$ cat config.mk
export PLATFORM = sky130hd
export DESIGN_NAME = step_controller
export DESIGN_NICKNAME = d
export VERILOG_FILES = /design/src/rtl/step_controller.sv
export SDC_FILE = /design/constraint.sdc
export NUM_CORES = 1
export LEC_CHECK = 0
export ABC_CLOCK_PERIOD_IN_PS = 4680
export CAP_MARGIN = 15
export CELL_PAD_IN_SITES_DETAIL_PLACEMENT = 1
export CELL_PAD_IN_SITES_GLOBAL_PLACEMENT = 1
export CORE_ASPECT_RATIO = 2
export CORE_MARGIN = 2
export CORE_UTILIZATION = 40
export DETAILED_ROUTE_END_ITERATION = 10
export GPL_TIMING_DRIVEN = 1
export PLACE_DENSITY_LB_ADDON = 0.08
export SLEW_MARGIN = 20
export SYNTH_ARGS = -nofsm -noshare
export SYNTH_HDL_FRONTEND = slang
export SYNTH_SLANG_ARGS = --single-unit
$ cat constraint.sdc
create_clock -name Clock -period 4.68 [get_ports Clock]
set_clock_uncertainty 0.15 [all_clocks]
set_input_delay 0.936 -clock Clock [delete_from_list [all_inputs] [get_ports Clock]]
set_output_delay 0.936 -clock Clock [all_outputs]
set_load 0.01 [all_outputs]
$ cat src/rtl/step_controller.sv
// step_controller: turns debounced button pulses into the core clock-enable.
// Four modes (HALT, STEP, RUN, BURST), breakpoint halt from the core, and a
// wrapping counter of enabled cycles for the board display.
module step_controller #(
  parameter int BURST_LEN = 16,
  parameter int CNT_W     = 32
) (
  input  logic             Clock,
  input  logic             Reset_n,
  input  logic             step_btn,
  input  logic             run_btn,
  input  logic             burst_btn,
  input  logic             break_req,
  input  logic             count_clr,
  output logic             cpu_en,
  output logic             halted,
  output logic [1:0]       mode,
  output logic [CNT_W-1:0] step_count
);

  // Wide enough to hold BURST_LEN itself.
  localparam int RW = $clog2(BURST_LEN + 1);

  typedef enum logic [1:0] {
    S_HALT  = 2'd0,
    S_STEP  = 2'd1,
    S_RUN   = 2'd2,
    S_BURST = 2'd3
  } state_t;

  state_t           state_q, state_d;
  logic [RW-1:0]    rem_q, rem_d;
  logic [CNT_W-1:0] cnt_q, cnt_d;
  logic             cpu_en_q, cpu_en_d;
  logic             halted_q, halted_d;
  logic [1:0]       mode_q, mode_d;

  // Next-state, burst countdown, cycle counter and registered Moore outputs.
  always_comb begin
    state_d = state_q;
    rem_d   = rem_q;
    case (state_q)
      S_HALT: begin
        // break_req is deliberately ignored so the core can be restarted
        // while it still holds its breakpoint request.
        if (run_btn) begin
          state_d = S_RUN;
        end else if (burst_btn) begin
          state_d = S_BURST;
          rem_d   = RW'(BURST_LEN);
        end else if (step_btn) begin
          state_d = S_STEP;
        end
      end
      S_STEP: begin
        state_d = S_HALT;
      end
      S_RUN: begin
        if (run_btn || break_req) begin
          state_d = S_HALT;
        end
      end
      S_BURST: begin
        // Abort or last cycle both leave the countdown at zero.
        if (run_btn || break_req || (rem_q == RW'(1))) begin
          state_d = S_HALT;
          rem_d   = '0;
        end else begin
          rem_d = rem_q - RW'(1);
        end
      end
      default: begin
        state_d = S_HALT;
        rem_d   = '0;
      end
    endcase

    // Counts cycles in which the core is currently enabled; clear dominates.
    if (count_clr) begin
      cnt_d = '0;
    end else if (cpu_en_q) begin
      cnt_d = cnt_q + CNT_W'(1);
    end else begin
      cnt_d = cnt_q;
    end

    // Outputs are decoded from the next state so they appear as flops.
    cpu_en_d = (state_d != S_HALT);
    halted_d = (state_d == S_HALT);
    mode_d   = state_d;
  end

  // State, countdown, counter and output registers with synchronous reset.
  always_ff @(posedge Clock) begin
    if (!Reset_n) begin
      state_q  <= S_HALT;
      rem_q    <= '0;
      cnt_q    <= '0;
      cpu_en_q <= 1'b0;
      halted_q <= 1'b1;
      mode_q   <= 2'd0;
    end else begin
      state_q  <= state_d;
      rem_q    <= rem_d;
      cnt_q    <= cnt_d;
      cpu_en_q <= cpu_en_d;
      halted_q <= halted_d;
      mode_q   <= mode_d;
    end
  end

  assign cpu_en     = cpu_en_q;
  assign halted     = halted_q;
  assign mode       = mode_q;
  assign step_count = cnt_q;

endmodule

==> run metrics <==
Yosys top cell by area dfxtp_1; final hold viol count 0; Post-synth ARST share 0; Worst Path Required 3590 ps; multi-input combinational cell area 0.001016 mm2; TritonCTS Buffers 5; Via Count 1819; clock sink total 41; top sig layer met4; Synth Register Bits 41; min Tclk post-route 2512 ps; Rel. slew slack 0.5486; Worst Hold Class reg2reg; CP Max Fanout 7; Clock Tree Buf Depth 2; CTS root buf clkbuf_8; crit path cell chain clkdlybuf4s50_1; core area 0.004598 mm2; CP max stage cell clkdlybuf4s50_1; M1 WL 2027 um; Syn Nets 230; share of post-route cells with drive strength above 1 0.03831; postcts setup bufs 0; Util after Layout 0.5320; Power Density 255.9 mW/mm2; CTS resizes 0; Worst Path Buf+Inv 1; DRT Wirelength 4763 um; WL met2 2551 um; post-synthesis instance total 220; syn avg cell area 8.684 um2; Post-Syn Area 0.001911 mm2; peak supply drop 0.2528 mV; Synth-to-Final Area Change 28.03%; # diodes 0; Final Slew Violations 0; CTS H-tree lvls 2; Total GRT Usage 0.1980; number of enable flip-flop cells after synthesis 0; Post-Place Setup Slack 2043 ps; setup TNS 0 ps; top-count cell post-synth dfxtp_1; critical path data arrival time 1430 ps; WHS 340.4 ps; max cap viols 0; status complete, no violations; unrepaired setup endpoints after global routing false; sequential cell area 820.8 um2; Final nets 270; FP Rows 35; CP Class reg2out; clock tree from TritonCTS yes; die height 101.7 um; antenna viol nets, final 0; largest net degree at the start of global routing 33; Clock Latency Late Sink 290 ps; vias in the first global route 1734; Static Leak 0.7376 nW; Seq/Total Area, Yosys 0.4296; clk slew on worst S/H paths 80 ps; Tightest Pin Transition 667.8 ps; synth top area cells dfxtp_1 (43%), a21oi_1 (5.8%), or4_1 (4.7%), xnor2_1 (4.1%), o31ai_1 (3.9%); family with the most delay on the worst path buffers and inverters; slowest stage delay, CP 620 ps; die span in x 52.87 um; most common library cells after synthesis dfxtp_1 (41), a21oi_1 (22), nor2_1 (15), or3_1 (12), or4_1 (12); first-pass iteration count of the detailed router 4; Initial Util 0.4155; DR iter-0 viols 27; DR WL met3 124 um; Post-CTS Hold Buffers 0; FILL cells 555; CP startpoint cpu_en; die area 0.005379 mm2; Final GP Congestion 0.7849; IO Pins 43; worst setup margin 2168 ps; Critical R2R Launch step_count[0]; crit end category output pin; hold path startpoint step_count[31]; first-pass GRT wire length 8211 um; hpwl dp 3477 um; Max Clk Rate 398.1 MHz; library cells used by synthesis 35; flop2flop setup slack 2180 ps; post-synth top area share 0.4296; # port buffers 42; Main synth FF type dfxtp_1; YS warnings 0; Final Cycle Share 0.5367; CP Launch Type flip-flop; average wire per standard cell 15.07 um; vias per cell 5.756; Setup-failing EPs final 0; # DRC 0; gr ovfl total 0; initial antenna violation count 0
final timing paths:
path,end,depth (start not counted)
setup / recovery,cpu_en,1
hold / removal,step_count[31],2
hold reg to reg,step_count[31],2
setup reg to reg,step_count[22],5
layer usage:
metal / GRT usage / up-vias
met5: 0 / -
met4: 0.05917 / 0
met3: 0.03097 / 5
met2: 0.3490 / 29
met1: 0.2401 / 885
li1: - / 900
layout by cell type, fill, tap and decap left out, drive strengths merged, types with 10 or more instances in the layout:
master and n:
o31ai 10, dfxtp 41, or4 12, a21oi 22, nor2 15, nand2 11, or3 12, clkdlybuf4s50 42
o21ai 11
metrics by stage:
step	total power, mW	std cells	cell area [um2]
after floorplan	0.3894	220	1911
after global placement	0.4097	308	2364
after detailed placement	0.4100	308	2364
after CTS	0.6335	316	2446
after global routing	0.6521	316	2446
final	0.6259	316	2446
where the power goes:
group	total, mW	leakage, nW	internal (mW)	switching [mW]
registers	0.363	0.332	0.354	0.00844
logic	0.0385	0.361	0.0207	0.0178
clock network	0.225	0.0450	0.103	0.121
total	0.626	0.738	0.478	0.148
kinds of logic (layout without fill, tap and decap cells):
family                   count (synthesis)  after routing  synth area share
AND/OR/NAND/NOR                         93             93            0.2881
buffers and inverters                   18             59           0.03864
flip-flops                              41             41            0.4296
AO/OA/AOI/OAI                           52             52            0.1637
multiplexers                             1              1          0.005239
XOR/XNOR                                12             12           0.05501
adder cells (fa/ha/maj)                  3              3           0.01965
registers in the layout, indices dropped and copies added, names as in the netlist:
name / count
step_count: 32
rem_q: 5
cpu_en: 1
halted: 1
mode: 2
cell type report:
class / count / share of cell area
clock inverters: 2 / 0.004092
multi-input cells: 161 / 0.4153
clock buffers: 6 / 0.02967
inverters: 8 / 0.01228
repair buffers: 43 / 0.1749
flip-flops and latches: 41 / 0.3355
well taps: 55 / 0.02813
Note: power is estimated with default switching activity, not from simulation.
